## config.mk

```make
export PLATFORM = sky130hd
export DESIGN_NAME = hawk_struct_rmw
export DESIGN_NICKNAME = d
export VERILOG_FILES = /design/src/rtl/hacd_pkg.sv /design/src/rtl/hawk_rmw_alu.sv /design/src/rtl/hawk_struct_rmw.sv
export SDC_FILE = /design/constraint.sdc
export NUM_CORES = 1
export LEC_CHECK = 0
export CAP_MARGIN = 0
export CORE_UTILIZATION = 39
export DETAILED_ROUTE_END_ITERATION = 16
export HOLD_SLACK_MARGIN = 0.03
export PLACE_DENSITY = 0.78
export RECOVER_POWER = 25
export SLEW_MARGIN = 20
export SYNTH_ARGS = -nofsm -noshare
export SYNTH_HDL_FRONTEND = slang
export SYNTH_SLANG_ARGS = --single-unit
```

## constraint.sdc

```tcl
create_clock -name clk_i -period 2.13 [get_ports clk_i]
set_clock_uncertainty 0.15 [all_clocks]
set_input_delay 0.639 -clock clk_i [delete_from_list [all_inputs] [get_ports clk_i]]
set_output_delay 0.639 -clock clk_i [all_outputs]
set_load 0.1 [all_outputs]
```

## src/rtl/hacd_pkg.sv

```systemverilog
// Shared types for the hawk struct read-modify-write sequencer.
// Ops, FSM state encoding and the latched command bundle.
package hacd_pkg;

  typedef enum logic [1:0] {
    OP_READ  = 2'd0,
    OP_WRITE = 2'd1,
    OP_ADD   = 2'd2,
    OP_CAS   = 2'd3
  } hawk_rmw_op_t;

  typedef logic [2:0] hawk_rmw_state_t;

  localparam hawk_rmw_state_t S_IDLE    = 3'd0;
  localparam hawk_rmw_state_t S_RD      = 3'd1;
  localparam hawk_rmw_state_t S_RD_WAIT = 3'd2;
  localparam hawk_rmw_state_t S_MOD     = 3'd3;
  localparam hawk_rmw_state_t S_WR      = 3'd4;
  localparam hawk_rmw_state_t S_WR_WAIT = 3'd5;
  localparam hawk_rmw_state_t S_RESP    = 3'd6;

  localparam int HAWK_SW = 8;
  localparam int HAWK_AW = 64 - HAWK_SW;

  typedef struct packed {
    hawk_rmw_op_t         op;
    logic [HAWK_AW-1:0]   addr;
    logic [HAWK_SW-1:0]   mask;
    logic [HAWK_SW-1:0]   data;
    logic [HAWK_SW-1:0]   cmp;
  } hawk_rmw_cmd_t;

endpackage

```

## src/rtl/hawk_rmw_alu.sv

```systemverilog
// New-value computation for one struct RMW command.
// Purely combinational; new_val equals old whenever no write is due.
import hacd_pkg::*;

module hawk_rmw_alu #(
  parameter int W = 8
) (
  input  hawk_rmw_op_t op,
  input  logic [W-1:0] old,
  input  logic [W-1:0] mask,
  input  logic [W-1:0] data,
  input  logic [W-1:0] cmp,
  output logic [W-1:0] new_val,
  output logic         do_write
);

  logic [W-1:0] sum;
  logic [W-1:0] src;

  // carries past the mask are dropped by the merge below
  assign sum = old + data;

  always_comb begin
    src      = data;
    do_write = 1'b0;
    unique case (op)
      OP_READ:  src = old;
      OP_WRITE: do_write = 1'b1;
      OP_ADD: begin
        src      = sum;
        do_write = 1'b1;
      end
      OP_CAS:   do_write = ((old ^ cmp) & mask) == '0;
      default:  do_write = 1'b0;
    endcase
    new_val = (old & ~mask) | (src & mask);
    if (!do_write) new_val = old;
  end

endmodule

```

## src/rtl/hawk_struct_rmw.sv

```systemverilog
// Single-outstanding RMW sequencer in front of hawk_struct_rw.
// One command in flight; read, optional write, then a held response.
import hacd_pkg::*;

module hawk_struct_rmw #(
  parameter int STRUCT_WIDTH   = 8,
  parameter int ADDR_WIDTH     = 64 - STRUCT_WIDTH,
  parameter int TIMEOUT_CYCLES = 1024
) (
  input  logic                    clk_i,
  input  logic                    rst_i,
  input  logic                    cmd_valid,
  output logic                    cmd_ready,
  input  logic [1:0]              cmd_op,
  input  logic [ADDR_WIDTH-1:0]   cmd_addr,
  input  logic [STRUCT_WIDTH-1:0] cmd_mask,
  input  logic [STRUCT_WIDTH-1:0] cmd_data,
  input  logic [STRUCT_WIDTH-1:0] cmd_cmp,
  output logic                    resp_valid,
  input  logic                    resp_ready,
  output logic [STRUCT_WIDTH-1:0] resp_old,
  output logic [STRUCT_WIDTH-1:0] resp_new,
  output logic                    resp_wrote,
  output logic                    resp_err,
  output logic [ADDR_WIDTH-1:0]   rw_r_addr_array,
  output logic [ADDR_WIDTH-1:0]   rw_w_addr_array,
  output logic                    rw_r_valid,
  output logic                    rw_w_valid,
  output logic [STRUCT_WIDTH-1:0] rw_w_array,
  input  logic [STRUCT_WIDTH-1:0] rw_r_array,
  input  logic                    rw_r_done,
  input  logic                    rw_w_done,
  input  logic                    rw_r_ready,
  input  logic                    rw_w_ready
);

  localparam int CW =
    (TIMEOUT_CYCLES > 2) ? $clog2(TIMEOUT_CYCLES) : 1;
  localparam logic [CW-1:0] TO_LAST =
    (TIMEOUT_CYCLES > 0) ? CW'(TIMEOUT_CYCLES - 1) : '0;

  hawk_rmw_state_t         state;
  hawk_rmw_op_t            op_q;
  logic [ADDR_WIDTH-1:0]   addr_q;
  logic [STRUCT_WIDTH-1:0] mask_q;
  logic [STRUCT_WIDTH-1:0] data_q;
  logic [STRUCT_WIDTH-1:0] cmp_q;
  logic [STRUCT_WIDTH-1:0] old_q;
  logic [STRUCT_WIDTH-1:0] new_q;
  logic                    wrote_q;
  logic                    err_q;
  logic [CW-1:0]           cnt;
  logic [STRUCT_WIDTH-1:0] alu_new;
  logic                    alu_wr;
  logic                    to_hit;

  hawk_rmw_alu #(.W(STRUCT_WIDTH)) u_alu (
    .op       (op_q),
    .old      (old_q),
    .mask     (mask_q),
    .data     (data_q),
    .cmp      (cmp_q),
    .new_val  (alu_new),
    .do_write (alu_wr)
  );

  assign to_hit = (TIMEOUT_CYCLES != 0) && (cnt == TO_LAST);

  always_ff @(posedge clk_i) begin
    if (rst_i) begin
      state   <= S_IDLE;
      op_q    <= OP_READ;
      addr_q  <= '0;
      mask_q  <= '0;
      data_q  <= '0;
      cmp_q   <= '0;
      old_q   <= '0;
      new_q   <= '0;
      wrote_q <= 1'b0;
      err_q   <= 1'b0;
      cnt     <= '0;
    end else begin
      case (state)
        S_IDLE: if (cmd_valid && cmd_ready) begin
          op_q    <= hawk_rmw_op_t'(cmd_op);
          addr_q  <= cmd_addr;
          mask_q  <= cmd_mask;
          data_q  <= cmd_data;
          cmp_q   <= cmd_cmp;
          old_q   <= '0;
          new_q   <= '0;
          wrote_q <= 1'b0;
          err_q   <= 1'b0;
          state   <= S_RD;
        end
        S_RD: if (rw_r_ready) begin
          cnt   <= '0;
          state <= S_RD_WAIT;
        end
        S_RD_WAIT: begin
          if (rw_r_done) begin
            old_q <= rw_r_array;
            state <= S_MOD;
          end else if (to_hit) begin
            err_q <= 1'b1;
            state <= S_RESP;
          end else begin
            cnt <= cnt + 1'b1;
          end
        end
        S_MOD: begin
          new_q <= alu_new;
          state <= alu_wr ? S_WR : S_RESP;
        end
        S_WR: if (rw_w_ready) begin
          cnt   <= '0;
          state <= S_WR_WAIT;
        end
        S_WR_WAIT: begin
          if (rw_w_done) begin
            wrote_q <= 1'b1;
            state   <= S_RESP;
          end else if (to_hit) begin
            err_q <= 1'b1;
            state <= S_RESP;
          end else begin
            cnt <= cnt + 1'b1;
          end
        end
        S_RESP: if (resp_ready) state <= S_IDLE;
        default: state <= S_IDLE;
      endcase
    end
  end

  // valids follow the wait states, so they fall the cycle after done
  assign cmd_ready       = (state == S_IDLE) && !rst_i;
  assign resp_valid      = (state == S_RESP);
  assign rw_r_valid      = (state == S_RD_WAIT);
  assign rw_w_valid      = (state == S_WR_WAIT);
  assign resp_old        = old_q;
  assign resp_new        = new_q;
  assign resp_wrote      = wrote_q;
  assign resp_err        = err_q;
  assign rw_r_addr_array = addr_q;
  assign rw_w_addr_array = addr_q;
  assign rw_w_array      = new_q;

endmodule

```

==> summary by stage, run 1 <==
Setup path
The slowest stage of the critical path belongs to the cell or3b_4. The worst-path maximum fanout is 3. In this design, the largest share of critical-path delay is due to simple AND/OR/NAND/NOR gates. The worst path required time is 1340 ps. The worst setup path is launched from a flip-flop.

The kind of critical path is flip-flop to output pin. The maximum cell stage delay along the critical path is 410 ps. The critical path contains buffers and inverters numbering 2 combined. Data on the critical path arrives at its endpoint at 1470 ps. The critical path endpoint category is an output pin.

The critical path goes through or3b_4 > clkinvlp_4 > buf_12.

Synthesis
The number of nets handed over by synthesis was 784. The number of cells produced by synthesis is 674. The async set or reset register ratio after synthesis is 0%. Sequential cells were found to cover 40.7% of the synthesized design area.

In this run, synthesis produced a sequential element count of 113. In this run, synthesis inferred 0 flip-flops with an integrated enable. The netlist uses 53 different library cells.

In the synthesized netlist the dominant register cell turns out to be dfxtp_1. In this run the mean area of a mapped cell was 8.24 sq um. The mapped netlist covers 0.00555 sq mm.

Yosys printed 0 warnings.

STA
The worst path in the final design needs a cycle of 2260 ps, including I/O delays and setup. Timing would allow up to 443 MHz. The final critical-path share of the clock period is 106%. The max-slew violation total from the final report is 0. The headroom to the max-slew limit is 58.8%. The final-report hold violation count came to 0. The final worst-path setup slack is -127 ps. The number of setup violations in the final report is 4.

Setup repair after global routing could not meet its margin everywhere. At the pin with the least slew margin, the transition time is 617 ps.

Placed design
After detailed placement, the total cell area comes to 0.00952 sq mm. Detailed placement finished with a half-perimeter wire length of 13.2 mm. Before CTS, the worst setup slack after placement is -411 ps. The number of input and output port buffers inserted is 239. At the end of routability-driven placement, the weighted congestion stood at 0.863.

Clock network
Clock tree synthesis found a total of 113 sinks. The number of clock buffers inserted by TritonCTS is 17. After clock tree synthesis, the clock-pin slew on the worst setup and hold paths is 50 ps. The H-tree depth is 4. The CTS tree is done. The clock network latency to the later pin of the worst-skew pair is 400 ps.

The clock passes through at most 2 buffers. CTS placed an instance of clkbuf_16 at the clock tree root.

Hold path
The class of the tightest hold or removal check is flip-flop to flip-flop.

Cells and area
The final core utilization is 69.8%. From synthesis to final layout, the design area changed by 74.6%. The finished layout cell area is 0.00969 sq mm. The post-route netlist has 37.7% of its cells at a drive strength greater than 1.

The net total in the final layout is 1001.

Power and ir drop
Power comes to 9.99 mW. Summed over all cells, the static leakage comes to 4.28 nW. The worst supply voltage drop on vdd is 0.000656 V. Power spread over the standard cell area amounts to 1030 mW/mm^2.

Floorplanning
The number of ports placed on the die boundary is 240. The die boundary width is 121 um. The die area is 0.0147 sq mm.

In this run the core area contains 43 standard-cell rows. The placeable core area is 0.0139 sq mm. The initial utilization of the core area, before any placement, comes to 40.0%.

The die is 121 um tall.

GRT
The initial antenna violation count was 2. The number of global-route vias before repair is 5409. For this run the aggregate overflow at the end of global routing stands at 0. The wire length of the first global-routing pass is 27.7 mm. The overall routing resource usage is 24.5%.

The pin count of the biggest net entering global routing is 73.

Drt
After detailed routing, the number of vias per cell comes to 5.08. The via count is 5504. The remaining number of nets flagged by the antenna check after routing is 0. The detailed router's first-iteration violation count is 318. The first detailed-routing pass ran for 4 iterations. Summed over all layers, the routed wires come to 18.6 mm.

The routed wirelength normalized by instance count is 17.2 um. The final routed DRC violation total is 0.

Run
The max-cap check violation count is 0.

Outcome
The flow ran to the end, but the final reports show violations. The checks that failed: negative setup slack.
-- sequential cells by signal, indices dropped and copies added (netlist names) --
register	cells
cmp_q	8
cnt	10
data_q	8
mask_q	8
op_q	2
resp_err	1
resp_new	8
resp_old	8
resp_wrote	1
rw_r_addr_array	56
state	3
-- report_power, final --
group          leakage (nW)  switching (mW)  internal (mW)
Clock                 0.263           0.938           1.55
Sequential            0.959           0.355           2.41
Combinational          3.06            3.15           1.58
-- logic make-up (layout without fill, tap and decap cells) --
kind of cell / count (synthesis) / in the layout / synth area share, %
AO/OA/AOI/OAI: 74 / 75 / 9.69
XOR/XNOR: 22 / 22 / 3.47
buffers and inverters: 113 / 341 / 12.5
flip-flops: 113 / 113 / 40.7
multiplexers: 2 / 2 / 0.361
adder cells (fa/ha/maj): 12 / 12 / 2.84
other: 0 / 1 / 0
AND/OR/NAND/NOR: 338 / 338 / 30.4
-- per-stage QoR --
step	TNS, ps	hold WS, ps	cells
floorplan	-42180	311	674
global placement	-5240	327	1034
detailed placement	-9220	330	1034
CTS	-231	341	1078
global route	-2280	329	1084
finish	-236	310	1084
-- what timing repair did --
| item | in CTS | in global routing |
|---|---|---|
| gates resized for setup | 12 | 26 |
| hold buffers | 0 | 0 |
| cloned | 0 | 1 |
| pin swaps | 5 | 19 |
| setup endpoints to repair | 5 | 20 |
| setup buffers | 13 | 4 |
| endpoints found under the hold margin | 0 | 0 |
-- cells in the final DEF (no fill, tap or decap), types with 17 or more instances in the layout --
cell type        instances
clkdlybuf4s50_1         96
clkbuf_16               17
buf_2                   21
nand2_1                178
xor2_1                  18
buf_12                 103
clkbuf_4                25
dfxtp_2                 69
buf_4                   45
nand3b_1                82
dfxtp_1                 36
nor2_1                  32
-- worst reg2reg max path, delay by kind of cell (launching register included) --
kind | cells | cell delay [ps]
and+or+nand+nor | 1 | 200
buffers and inverters | 1 | 160
DFF | 1 | 370
xor gates and xnor gates | 1 | 170
AOI/OAI and AO/OA | 4 | 960
-- worst paths after layout --
kind	cells after the start	slack [ps]	from	endpoint
setup / recovery	3	-130	state[1]	rw_r_valid
setup reg to reg	7	0	resp_old[1]	resp_new[2]
hold / removal	2	310	resp_new[3]	resp_new[3]
hold reg to reg	2	310	resp_new[3]	resp_new[3]
-- layout make-up --
type	count	area (sq um)
fill	969	4190
timing repair buffer	300	3760
multi-input combinational	449	2770
sequential	113	2380
clock buffer	24	482
tap	180	225
inverter	10	41.3
clock inverter	7	35.0
antenna	1	2.50
-- synthesized netlist by cell type (9+ instances only) --
| master | n | area [sq um] |
|---|---|---|
| a21oi_1 | 18 | 90.1 |
| a22oi_1 | 14 | 105 |
| and3_1 | 10 | 62.6 |
| buf_2 | 9 | 45.0 |
| buf_4 | 64 | 480 |
| clkbuf_1 | 26 | 97.6 |
| dfxtp_1 | 113 | 2260 |
| ha_1 | 11 | 138 |
| inv_1 | 10 | 37.5 |
| nand2_1 | 179 | 672 |
| nand3b_1 | 82 | 616 |
| nor2_1 | 34 | 128 |
| xor2_1 | 18 | 158 |
-- per-layer routing --
metal,vias to the layer above,track usage [%],wire length [um]
met2,215,42.4,9720
li1,2648,-,-
met1,2610,28.1,7210
met5,-,0,13
met4,2,10.4,337
met3,29,6.91,1350
Note: power is estimated with default switching activity, not from simulation.
==> run 2, diff against run 1 <==
--- a/config.mk
+++ b/config.mk
@@ -7,6 +7,7 @@
 export LEC_CHECK = 0
 export CAP_MARGIN = 0
 export CORE_UTILIZATION = 39
+export CTS_CLUSTER_DIAMETER = 30
 export DETAILED_ROUTE_END_ITERATION = 16
 export HOLD_SLACK_MARGIN = 0.03
 export PLACE_DENSITY = 0.78
==> constraint.sdc (replaced) <==
create_clock -name clk_i -period 2.13 [get_ports clk_i]
set_clock_uncertainty 0.15 [all_clocks]
set_input_delay 0.639 -clock clk_i [delete_from_list [all_inputs] [get_ports clk_i]]
set_output_delay 0.639 -clock clk_i [all_outputs]
set_load 0.005 [all_outputs]
==> summary by stage, run 2 (synthesis results as in run 1) <==
Cells and area
The signed area change from the synthesized netlist to the final layout is 61.8%. The ratio of cells with drive above 1 in the final layout is 18.9%. The number of antenna diodes in the final layout is 0. Summing all non-filler instances in the final layout gives an area of 0.00898 sq mm.

The final layout contains 1020 nets. In the layout the commonest cells are clkdlybuf4s50_1, nand2_1, nand3b_1. The register with the most flip-flops in the layout has 56 of them. Cells fill 64.7% of the core in the end.

The most common cell after layout, fill and taps aside is clkdlybuf4s50_1.

Clock network
The H-tree was split into 4 levels. The clock transition time at the flip-flop clock pins of the worst setup and hold paths is 50 ps. The clock reaches the later pin of the worst-skew pair after 410 ps. The CTS root buffer is clkbuf_16.

The clock sink count is 113. The CTS tree is done. Counting the buffers created by CTS gives 17.

The number of buffers between clock root and the deepest sink is 2.

Floorplanning
The floorplan step set the die width to 121 um. The starting density of the core is 40.0%. The placeable core area is 0.0139 sq mm. The die covers 0.0147 sq mm. Measured along the y axis, the die boundary spans 121 um.

The row count is 43. In this run the count of I/O pins placed on the die edge is 240.

Setup path
In this design, the critical path's most frequently occurring cell is buf_6. The critical path runs through a total of 4 cells. The signal on the critical path passes through buf_6 > or3b_4 > inv_2 > buf_6. The worst reg2reg path depth is 8. The worst path buffer plus inverter count is 3. The critical path endpoint category is an output pin. The reg-to-reg critical path startpoint is resp_old[2].

The kind of critical path is flip-flop to output pin. At the worst endpoint, the required time is 1340 ps. The data arrival time at the worst-slack endpoint is 1390 ps. The worst-path maximum fanout is 2.

The kind of cell with the highest combined delay along the critical path is simple AND/OR/NAND/NOR gates. Tracing the worst setup path back leads to its startpoint at state[1]. The maximum cell stage delay along the critical path is 370 ps.

The nature of the critical path startpoint is a flip-flop. The critical path's slowest cell is or3b_4.

Placed design
The placer congestion estimate is 0.895. The post-placement cell area is 0.00808 sq mm. The total half-perimeter wirelength after legalization and detailed placement is 11.7 mm. The worst setup slack before clock tree synthesis is -373 ps. The number of input and output port buffers inserted is 239.

GRT
The overall routing resource usage is 22.6%. For this run the aggregate overflow at the end of global routing stands at 0. The initial antenna violation count is 0. The met1 track demand over resource is 26.9%. Entering global routing, the biggest net connects 59 pins. The wire length of the first global-routing pass is 25.7 mm. The global routing met3 resource utilization is 6.20%. The number of global-route vias before repair is 5205. The layer with the highest usage after global routing is met2. Global routing used 39.2% of the available met2 tracks.

STA
Setup repair after global routing could not meet its margin everywhere. The slew at the pin with the worst max-slew slack is 696 ps. The worst hold slack after final layout is 315 ps. The max-slew violation total from the final report was 0. The maximum clock rate is 459 MHz. The final-report hold violation count is 0. After layout, the worst setup slack is -50.9 ps. The final critical-path required period is 2180 ps. The headroom to the max-slew limit is 53.6%. The number of setup violations in the final report is 4.

The final critical path takes up 102% of the cycle.

Drt
The final routed DRC violation total is 0. The number of detailed-routing iterations run before antenna repair is 5. The total wirelength of the detailed-routed design is 17.0 mm.

The routed wirelength normalized by instance count is 15.4 um. In the routed layout, each cell is associated on average with a via count of 4.99. The detailed router's first-iteration violation count is 257. Once detail routing completed, the nets flagged for antenna violations numbered 0. The via count is 5501.

Run
The max-cap check violation count is 0.

Outcome
The final reports fail on negative setup slack. The flow ran to the end, but the final reports show violations.

Power and ir drop
The post-route total power is 7.61 mW. The leakage component of the power is 3.94 nW. VDD sags by at most 0.000594 V. The power density normalized to cell area is 847 mW/mm^2.

Hold path
The class of the tightest hold or removal check is flip-flop to flip-flop. The startpoint of the tightest hold check path is resp_new[4]. The number of instances on the worst hold path is 2.
## run 2: cell types whose count changed in the layout (fill, tap and decap cells not counted), moves of 5 or more
cell | before | now
dlygate4sd2_1 | 0 | 11
clkbuf_4 | 25 | 3
dfxtp_1 | 36 | 80
buf_4 | 45 | 63
clkdlybuf4s50_1 | 96 | 216
clkdlybuf4s25_1 | 0 | 5
dfxtp_2 | 69 | 28
buf_2 | 21 | 3
buf_12 | 103 | 2
## run 2: tightest hold or removal path: stages (launching register included)
cell     delay (ps)
dfxtp_2         330
nand2_1          50
o31ai_1          50
## run 2: worst paths after layout
check,to,slack [ps]
max,rw_r_valid,-50
min,resp_new[4],320
max reg2reg,resp_new[1],-10
min reg2reg,resp_new[4],320
## run 2: where the power goes
part	total, mW	switching (mW)	internal [mW]
logic	1.98	0.811	1.17
registers	2.61	0.230	2.38
clock network	3.02	0.974	2.04
## run 2: area by class of cell
cell class | instances | area [sq um]
clock buffers | 22 | 474
clock inverters | 10 | 156
fillers | 1139 | 4900
inverters | 10 | 37.5
multi-input cells | 449 | 2760
flip-flops and latches | 113 | 2320
well taps | 180 | 225
repair buffers | 319 | 3010
## run 2: timing repair
action | CTS | global route
setup buffers | 6 | 7
hold buffers | 0 | 0
resized for setup | 61 | 50
pin swaps | 5 | 7
cloned | 0 | 1
setup endpoints to repair | 27 | 58
## run 2: metrics by stage
step | setup TNS [ps] | cells
finish | -105 | 1103
global route | -1400 | 1103
CTS | -86.8 | 1095
detailed placement | -6330 | 1057
global placement | -4090 | 1057
floorplan | 0 | 674
## run 2: routing by layer
layer  part of all wire (%)  up-vias
met5                      0        -
met4                    1.1        0
met3                    6.3       17
met2                     51      196
met1                     41     2604
li1                       -     2684
==> run 3, diff against run 2 <==
--- a/config.mk
+++ b/config.mk
@@ -5,6 +5,7 @@
 export SDC_FILE = /design/constraint.sdc
 export NUM_CORES = 1
 export LEC_CHECK = 0
+export ABC_CLOCK_PERIOD_IN_PS = 2130
 export CAP_MARGIN = 0
 export CORE_UTILIZATION = 39
 export CTS_CLUSTER_DIAMETER = 30
==> constraint.sdc (replaced) <==
create_clock -name clk_i -period 2.13 [get_ports clk_i]
set_clock_uncertainty 0.15 [all_clocks]
set_input_delay 0.639 -clock clk_i [delete_from_list [all_inputs] [get_ports clk_i]]
set_output_delay 0.639 -clock clk_i [all_outputs]
set_load 0.02 [all_outputs]
==> summary by stage, run 3 (synthesis results as in run 1) <==
Clock network
The H-tree depth is 4. The clock transition time at the flip-flop clock pins of the worst setup and hold paths is 50 ps. TritonCTS built the clock tree. For this design, the sink count on the clock tree is 113.

The number of buffers between clock root and the deepest sink is 2. The clock network latency to the later pin of the worst-skew pair is 410 ps. Counting the buffers created by CTS gives 17. The root buffer cell chosen for the clock tree is clkbuf_16.

GRT
Entering global routing, the biggest net connects 57 pins. The overall routing resource usage is 22.2%. The total congestion overflow after global routing is 0. The initial antenna violation count is 0. The number of global-route vias before repair is 5108. The first global-routing pass estimated 25.4 mm of wire.

Drt
The final layout contains routed wiring with a total length of 16.9 mm. The via density per instance is 4.94. For this run, the detailed router's first-pass iteration total came to 4. The detailed router finished its first iteration with 392 violations. The routed wirelength normalized by instance count is 15.3 um.

In this run the remaining antenna-violating nets after routing total 0. The final routed DRC violation total is 0. The routed layout has 5436 vias.

STA
The headroom to the max-slew limit is 71.1%. Setup violations remaining at the end of the flow were counted as 2. The maximum clock rate is 468 MHz.

Adding up every negative setup slack in the final design gives -15.4 ps. The worst path in the final design needs a cycle of 2140 ps, including I/O delays and setup. The max-slew violation total from the final report came to 0.

Setup repair after global routing could not meet its margin everywhere. The final worst-path setup slack is -8.63 ps. The tightest hold path in the finished design has a slack of 318 ps. The final-report hold violation count is 0. The final critical-path share of the clock period is 100%. The slew at the pin with the worst max-slew slack is 434 ps.

Floorplanning
The starting density of the core is 40.0%. The placeable core area is 0.0139 sq mm. The die boundary width is 121 um.

The row count is 43. The die is 121 um tall. The die area is 0.0147 sq mm.

240 I/O pins were placed.

Cells and area
The top cell types in the final layout, fill and taps aside, are nand2_1, dlygate4sd2_1, dfxtp_1. For this run, the post-layout net count is 1018. The number of inserted diodes is 0. The area of the multi-input gates is 0.00277 sq mm. The number of fillers in the final layout is 1216. The final core utilization is 63.4%. The area growth from synthesis to layout is 58.5%. The number of flip-flops under the largest register name is 56.

The ratio of cells with drive above 1 in the final layout is 16.4%. The finished layout cell area is 0.00880 sq mm. Summing all flip-flop and latch instances after layout gives 0.00228 sq mm. Leaving out fill and tap cells, the most frequent cell in the layout is nand2_1.

Setup path
In this run the worst setup path terminates at rw_r_valid. The reg-to-reg critical path startpoint is resp_old[4]. At the worst endpoint, the arrival time is 1350 ps. The endpoint of the worst register-to-register path is resp_new[2]. The worst-path maximum fanout is 3. The launching element of the worst setup path is state[1]. The setup slack on the worst flop-to-flop path is -9 ps. The worst setup path is launched from a flip-flop. The worst setup path is of the flip-flop to output pin kind. STA puts the critical path data required time at 1340 ps.

STA classifies the critical path endpoint as an output pin. The worst reg2reg path depth is 8.

Placed design
The number of input and output port buffers inserted is 239. The HPWL after detailed placement is 11.9 mm. Once placement finished, the instance area stood at 0.00813 sq mm. At the end of routability-driven placement, the weighted congestion stood at 0.871.

Outcome
The final reports fail on negative setup slack. The flow ran to the end, but the final reports show violations.

Power and ir drop
The share of total power dissipated in sequential elements is 34.5%. The power density normalized to cell area is 854 mW/mm^2. The relative contribution of the clock network to total power is 36.1%. For this design the total switching power over the nets is 2.35 mW. Net switching is 31.3% of the power. Summed over all cells, the static leakage comes to 4.39 nW. The internal portion of the total power is 5.16 mW.

The combinational power share is 29.4%. Across the VDD grid, the largest voltage drop is 0.000546 V. The post-route total power is 7.51 mW.

Hold path
The class of the tightest hold or removal check is flip-flop to flip-flop. The worst hold path begins at resp_new[4].

Run
The tool flagged a number of max-cap violations equal to 0.
run 3: timing repair:
action	in CTS	in global routing
gates resized for setup	177	39
gates cloned	0	2
endpoints found under the hold margin	0	0
buffers inserted	0	6
endpoints found under the setup margin	144	23
hold buffers	0	0
pin swaps	5	24
run 3: worst max-delay path, stage by stage, from the launching register on:
cell	delay (ps)
dfxtp_4	370
or3b_4	390
inv_2	70
buf_6	110
run 3: power groups by stage:
stage | Combinational, mW | Sequential [mW] | Clock (mW)
3_5_place_dp | 2.30 | 2.63 | 0
6_report | 2.21 | 2.59 | 2.71
5_1_grt | 2.38 | 2.63 | 2.87
4_1_cts | 2.12 | 2.59 | 2.76
3_3_place_gp | 2.28 | 2.63 | 0
2_1_floorplan | 1.12 | 2.77 | 0
run 3: how the worst min path moves through the flow:
stage,end,depth (start not counted)
global route,resp_new[3],2
CTS,resp_new[4],2
detailed placement,resp_new[4],2
floorplan,cmp_q[1],2
global placement,resp_new[3],2
finish,resp_new[4],2
run 3: per-layer routing:
metal / vias up / global-route usage (%) / routed length [um]
met2: 204 / 38.1 / 8340
li1: 2683 / - / -
met5: - / 0 / 0
met3: 26 / 6.06 / 1040
met1: 2523 / 26.7 / 7230
met4: 0 / 6.94 / 276
run 3: cell type report:
type / instances / area share [%]
clock buffers: 26 / 5.90
clock inverters: 5 / 0.569
inverters: 10 / 0.427
multi-input cells: 449 / 31.5
flip-flops and latches: 113 / 26.0
well taps: 180 / 2.56
repair buffers: 317 / 33.1
run 3: stage by stage:
stage,setup WS [ps],cells
6_report,-8.63,1100
5_1_grt,-75.6,1100
4_1_cts,-15.0,1092
3_5_place_dp,-344,1061
3_3_place_gp,-331,1061
2_1_floorplan,2.49,674
